$ cat src/rtl/gray_timer_ctrl.sv
// Sequencer for a cascade of 4-bit Gray counter stages: prescaled stage-0 enable,
// held clear, period counting with one-shot/periodic runs, irq pulse and done flag.
module gray_timer_ctrl #(
    parameter int NSTG = 2,
    parameter int PW   = 8,
    parameter int RW   = 8
) (
    input  logic          clk,
    input  logic          clr,
    input  logic          start,
    input  logic          stop,
    input  logic          mode,
    input  logic [PW-1:0] presc,
    input  logic [RW-1:0] reps,
    input  logic          top_tc,
    output logic          ctr_cten,
    output logic          ctr_clr,
    output logic          busy,
    output logic          irq,
    output logic          done,
    output logic [RW-1:0] rep_cnt
);

    typedef enum logic [1:0] {IDLE, CLEAR, RUN, DONE} state_t;

    // A chain with no stages can never wrap, so it never ends a period.
    localparam logic CHAIN_PRESENT = (NSTG > 0);

    state_t        state_reg, state_next;
    logic [PW-1:0] pcnt_reg, pcnt_next;
    logic [PW-1:0] presc_q_reg, presc_q_next;
    logic [RW-1:0] reps_q_reg, reps_q_next;
    logic          mode_q_reg, mode_q_next;
    logic [RW-1:0] rep_cnt_reg, rep_cnt_next;
    logic          irq_reg, irq_next;
    logic          ctr_clr_reg;

    logic          tick;
    logic          period_end;
    logic          load;
    logic [RW-1:0] rep_inc;
    logic [RW-1:0] rep_sat;
    logic          last_period;

    assign tick        = (state_reg == RUN) && (pcnt_reg == presc_q_reg);
    assign period_end  = tick && top_tc && CHAIN_PRESENT;
    assign rep_inc     = rep_cnt_reg + RW'(1);
    assign rep_sat     = (&rep_cnt_reg) ? rep_cnt_reg : rep_inc;
    assign last_period = !mode_q_reg || ((reps_q_reg != '0) && (rep_inc == reps_q_reg));

    always_comb begin
        state_next   = state_reg;
        pcnt_next    = pcnt_reg;
        rep_cnt_next = rep_cnt_reg;
        irq_next     = 1'b0;
        load         = 1'b0;

        case (state_reg)
            IDLE: begin
                pcnt_next = '0;
                if (start && !stop) begin
                    load       = 1'b1;
                    state_next = CLEAR;
                end
            end
            CLEAR: begin
                pcnt_next = '0;
                if (stop) begin
                    state_next = IDLE;
                end else if (start) begin
                    load = 1'b1;
                end else begin
                    state_next = RUN;
                end
            end
            RUN: begin
                if (stop) begin
                    state_next = IDLE;
                    pcnt_next  = '0;
                end else if (start) begin
                    load       = 1'b1;
                    state_next = CLEAR;
                    pcnt_next  = '0;
                end else begin
                    pcnt_next = tick ? '0 : pcnt_reg + PW'(1);
                    if (period_end) begin
                        rep_cnt_next = rep_sat;
                        irq_next     = 1'b1;
                        if (last_period) begin
                            state_next = DONE;
                        end
                    end
                end
            end
            DONE: begin
                pcnt_next = '0;
                if (stop) begin
                    state_next = IDLE;
                end else if (start) begin
                    load       = 1'b1;
                    state_next = CLEAR;
                end
            end
            default: begin
                state_next = IDLE;
                pcnt_next  = '0;
            end
        endcase

        // An accepted start restarts the run from freshly sampled settings.
        if (load) begin
            rep_cnt_next = '0;
        end
    end

    assign presc_q_next = load ? presc : presc_q_reg;
    assign reps_q_next  = load ? reps  : reps_q_reg;
    assign mode_q_next  = load ? mode  : mode_q_reg;

    always_ff @(posedge clk or negedge clr) begin
        if (!clr) begin
            state_reg   <= IDLE;
            pcnt_reg    <= '0;
            presc_q_reg <= '0;
            reps_q_reg  <= '0;
            mode_q_reg  <= 1'b0;
            rep_cnt_reg <= '0;
            irq_reg     <= 1'b0;
            ctr_clr_reg <= 1'b0;
        end else begin
            state_reg   <= state_next;
            pcnt_reg    <= pcnt_next;
            presc_q_reg <= presc_q_next;
            reps_q_reg  <= reps_q_next;
            mode_q_reg  <= mode_q_next;
            rep_cnt_reg <= rep_cnt_next;
            irq_reg     <= irq_next;
            // Registered from the next state so it equals the Moore decode without glitches.
            ctr_clr_reg <= (state_next == RUN) || (state_next == DONE);
        end
    end

    assign ctr_cten = tick;
    assign ctr_clr  = ctr_clr_reg;
    assign busy     = (state_reg == CLEAR) || (state_reg == RUN);
    assign done     = (state_reg == DONE);
    assign irq      = irq_reg;
    assign rep_cnt  = rep_cnt_reg;

endmodule

$ cat config.mk
export PLATFORM = sky130hd
export DESIGN_NAME = gray_timer_ctrl
export DESIGN_NICKNAME = d
export VERILOG_FILES = /design/src/rtl/gray_timer_ctrl.sv
export SDC_FILE = /design/constraint.sdc
export NUM_CORES = 1
export LEC_CHECK = 0
export ABC_CLOCK_PERIOD_IN_PS = 2300
export CORE_MARGIN = 3
export CORE_UTILIZATION = 53
export CTS_BUF_LIST = sky130_fd_sc_hd__clkbuf_16
export CTS_CLUSTER_SIZE = 14
export DETAILED_ROUTE_END_ITERATION = 16
export GPL_ROUTABILITY_DRIVEN = 0
export MAX_ROUTING_LAYER = met4
export PLACE_DENSITY = 0.86
export SYNTH_ARGS = -nofsm -noshare
export SYNTH_HDL_FRONTEND = slang
export SYNTH_SLANG_ARGS = --single-unit
export TNS_END_PERCENT = 5
$ cat constraint.sdc
create_clock -name clk -period 2.3 [get_ports clk]
set_input_delay 0.345 -clock clk [delete_from_list [all_inputs] [get_ports clk]]
set_output_delay 0.345 -clock clk [all_outputs]
set_load 0.1 [all_outputs]
### Yosys cells after proc, flatten, opt, wreduce, memory -nomap -nowiden

Cells that the tools add are included.

| cells by class | value |
|---|---|
| add/subtract/negate cells | 2 |
| equal/unequal tests | 10 |
| reduce and logical (&&, ||, !) cells | 17 |
| muxes and demuxes | 28 |

Operators with widths:

| cell | count |
|---|---|
| 8-bit two-way mux | 9 |
| 2-bit two-way mux | 9 |
| 8-bit by 1-bit adder with 8-bit output (second input constant) | 2 |
| 8-bit equality test | 2 |
| 8-bit one-hot mux with 2 select lines | 1 |
| 2-bit equality test (second input constant) | 4 |
| 2-bit one-hot mux with 4 select lines | 1 |
| 8-bit AND reduction | 1 |
| 8-bit nonzero test | 1 |
| 1-bit two-way mux | 7 |
| 3-bit OR reduction | 2 |
| 5-bit AND reduction | 1 |
| 1-bit logical AND | 4 |
| 2-bit by 1-bit inequality test with 1-bit output (second input constant) | 2 |
| 2-bit nonzero test | 2 |
| 1-bit logical OR | 3 |
| 2-bit by 1-bit equality test with 1-bit output (second input constant) | 1 |
| 1-bit logical NOT | 2 |
| 2-bit logical NOT | 1 |
| 2-bit inequality test (second input constant) | 1 |
| 1-bit one-hot mux with 2 select lines | 1 |

| storage, ports and cells | value |
|---|---|
| flip-flop bits (word level) | 37 |
| output and inout bits | 13 |
| input port bits | 22 |
| logic and storage cells | 65 |

### Logic depth before layout (Yosys ltp)

| logic depth | value |
|---|---|
| word-level depth | 11 |
| gate-level depth with buffers | 7 |
| depth with buffers taken out | 7 |

### Worst setup path after synthesis

OpenSTA, ideal clock, no wires.

| path | value |
|---|---|
| path type | register to register |
| from | reg, netlist name ctr_clr |
| to | reg pcnt_reg[2] |
| required time | 2.171 ns |
| path buffers | 1 |
| setup time | 0.129 ns |
| setup slack | -1.914 ns |
| arrival time | 4.086 ns |
| clock period less this slack | 4.214 ns |
| stages on the path, launching flop included | 7 |
| cell sequence | dfrtp_1 -> ha_1 -> nand4_1 -> nor3_1 -> or4_1 -> clkbuf_1 -> nor2_1 |

RTL lines:

| item | RTL line | source |
|---|---|---|
| to (signal assigned) | 132 | `pcnt_reg <= pcnt_next;` |
| to (decl) | 30 | `logic [PW-1:0] pcnt_reg, pcnt_next;` |

### Worst setup path in the final report

| path | value |
|---|---|
| from | reg state_reg[0] |
| to | reg rep_cnt_reg[4] (netlist: rep_cnt[4]) |

| between the ends | value |
|---|---|
| word-level cells in the longest chain between the ends | 5 |
| elaborated cells on any way between the ends | 15 |
| those cells by class | 6 x eq/ne; 2 x mux; 7 x reduce/logical |

RTL lines:

| item | RTL line | source |
|---|---|---|
| from (decl) | 29 | `state_t state_reg, state_next;` |
| from (signal assigned) | 131 | `state_reg <= state_next;` |
| 2-bit equality test (tied with other cells) | 58 | `case (state_reg)` |
| 3-bit OR reduction (no source line) / 1-bit logical AND (equally long branches) | - |  |
| 1-bit one-hot mux with 2 select lines / 1-bit logical AND (equally long branches) | 58, 46 |  |
| 2-bit inequality test (no source line) (tied with other cells) | - |  |
| 5-bit AND reduction (no source line) | - |  |
| to (signal assigned) | 136 | `rep_cnt_reg <= rep_cnt_next;` |
| to (decl) | 34 | `logic [RW-1:0] rep_cnt_reg, rep_cnt_next;` |

Several ways; a longest one is shown, not always the timed one.
A chain may end at the register's enable or synchronous reset.

==> qor.yml <==
synth_cells: 231
tritoncts: "yes"
synth_edf_count: 0
hold_path.class: "in2async"
status: "finished clean"
grt_pass1_vias: 1767
grt_usage: 0.2236
final_cell_mix: "nand2_1 (57), dfrtp_1 (32), clkdlybuf4s50_1 (21), buf_4 (20), nor2_1 (12)"
worstPathRequired_ns: 2.50
peakVddDrop_v: 0.0004434
ys.flop_type: "dfrtp_1"
drc_errors: 0
ys_ff_latch: 36
final_nets: 300
p_total_uw: 1978
rows: 22
p_comb_frac: 0.300
clkLatencyLatePin_ns: 0.28
synth_largest_area_cell: "dfrtp_1"
ff2ff_path_depth: 6
yosysWarningCount: 0
gr-total-overflow: 0
ctsHoldBuffers: 0
setup_tns_ns: 0
r2r-start: "state_reg[0]"
vias_per_cell: 5.695
async_flop_share: 1.000
cts_resized: 0
root_buffer: "clkbuf_16"
syn_area_per_cell_um2: 8.910
fmaxAchievable_mhz: 459.4
drt_wl_total_mm: 4.642
syn_to_final_growth_pct: 28.81
fin_crit_sh: 0.9464
finalClockSkew_ns: 0.003062
syn_area_um2: 2058
layout_commonest_cell: "nand2_1"
power_density_nw_per_um2: 746.1
first_pass_iters: 4
tightest_slew_ns: 0.4658
place_inst: 313
fp.coreArea_um2: 3689
grt_pass1_wl_mm: 7.603
pwr-share-clk: 0.321
cts_buffer_depth: 2
period_minus_slack_ns: 2.177
antennaDiodeCount: 0
critPathLaunchType: "register"
io-pin-count: 35
n_fill_cell: 282
start_util: 0.5580
r2r_end: "rep_cnt[4]"
cts.sinks: 36
dp_hpwl_mm: 3.357
antenna_found_initial: 0
swShare: 0.3333
via_count: 1828
ff2ff_setup_slack_ns: 0.12
clk_pin_slew_worst_paths_ns: 0.05
cts_setup_buffers: 0
syn-num-nets: 259
port_buffers: 34
hold_viol: 0
utilization: 0.7188
p_leak_uw: 0.001246
drv_slew: 0
synth.distinct_cells: 46
internal_power_uw: 1319
dieHeight_um: 68.32
drt-initial-drc-count: 71
synthTopCellsByArea: "dfrtp_1 (44%), nand2_1 (10%), xor2_1 (4.3%)"
die_width_um: 68.32
dieArea_um2: 4667
crit_arrival_ns: 2.38
switching_power_uw: 659.4
path_class: "reg2reg"
drive_gt1_frac: 0.1648
htree_levels: 2
grt_max_degree: 37
ys_seq_area_frac: 0.4377
postRouteAntennaNets: 0
wl_per_cell_um: 14.46
seqPwrFrac: 0.380
numCtsBuffers: 5
cap_violations: 0
path_max_fanout: 6
relSlewSlack: 0.6894
instances_no_fill: 321
timing.final.setup_violations: 0
rsz0062_at_grt: "false"
endpoint_kind: "register"
yosys.area.top_type_share: 0.4377
-- final cells by class --
cell class / count / area [um2] / share of cell area
clock buffers: 5 / 125.1 / 0.04719
clock inverters: 3 / 13.76 / 0.005191
inverters: 8 / 30.03 / 0.01133
multi-input cells: 178 / 1114 / 0.4200
flip-flops and latches: 36 / 908.4 / 0.3426
well taps: 48 / 60.06 / 0.02265
repair buffers: 43 / 400.4 / 0.1510
-- cells in the mapped netlist (all sizes together), types with 3 or more instances --
library cell	n
a21oi	9
a31oi	4
and3	8
clkbuf	7
dfrtp	36
ha	6
inv	8
mux2i	3
nand2	57
nand2b	4
nand3	11
nand4	3
nor2	12
nor3	4
o21ai	6
or4	3
xnor2	11
xor2	10
-- critical path, cell delays in order, from the launching register on --
cell     delay (ns)
dfrtp_1        0.42
inv_1          0.16
ha_4           0.19
nand4_1        0.11
or4_4          0.54
or4_1          0.52
a21oi_1        0.15
-- worst max path at each step --
stage                  from     endpoint  slack, ns  depth (start not counted)
2_1_floorplan       ctr_clr  pcnt_reg[0]      -0.03                          6
3_3_place_gp           stop   rep_cnt[4]       0.14                          5
3_5_place_dp           stop   rep_cnt[4]       0.10                          5
4_1_cts         pcnt_reg[2]   rep_cnt[4]       0.12                          5
5_1_grt        state_reg[0]   rep_cnt[4]       0.02                          6
6_report       state_reg[0]   rep_cnt[4]       0.12                          6
-- per-stage QoR --
step / hold slack (ns) / area [um2] / setup slack, ns
floorplan: 0.04941 / 2100 / -0.03279
global placement: 0.4682 / 2505 / 0.1415
detailed placement: 0.4701 / 2505 / 0.1008
CTS: 0.4992 / 2644 / 0.1184
global route: 0.5157 / 2651 / 0.02387
finish: 0.4861 / 2651 / 0.1233
-- per-layer routing --
| metal | part of all wire | vias up | global-route usage |
|---|---|---|---|
| met2 | 0.49 | 55 | 0.3935 |
| met4 | 0.023 | 0 | 0.09429 |
| met5 | 0 | - | - |
| met3 | 0.044 | 11 | 0.05090 |
| met1 | 0.44 | 882 | 0.2403 |
| li1 | - | 880 | - |
-- power by group through the flow --
stage / Sequential [uW] / Combinational (uW) / Clock [uW]
floorplan: 782 / 377 / 0
global placement: 756 / 573 / 0
detailed placement: 759 / 592 / 0
CTS: 749 / 594 / 646
global route: 757 / 638 / 668
finish: 751 / 593 / 634
-- cells by family after synthesis --
family	count (synthesis)	share of synthesized area
simple gates	116	0.2766
flops	36	0.4377
compound gates	32	0.1015
xor+xnor	21	0.09666
buf+inv	17	0.03648
fa+ha+maj	6	0.03647
mux	3	0.01459
Note: power is estimated with default switching activity, not from simulation.
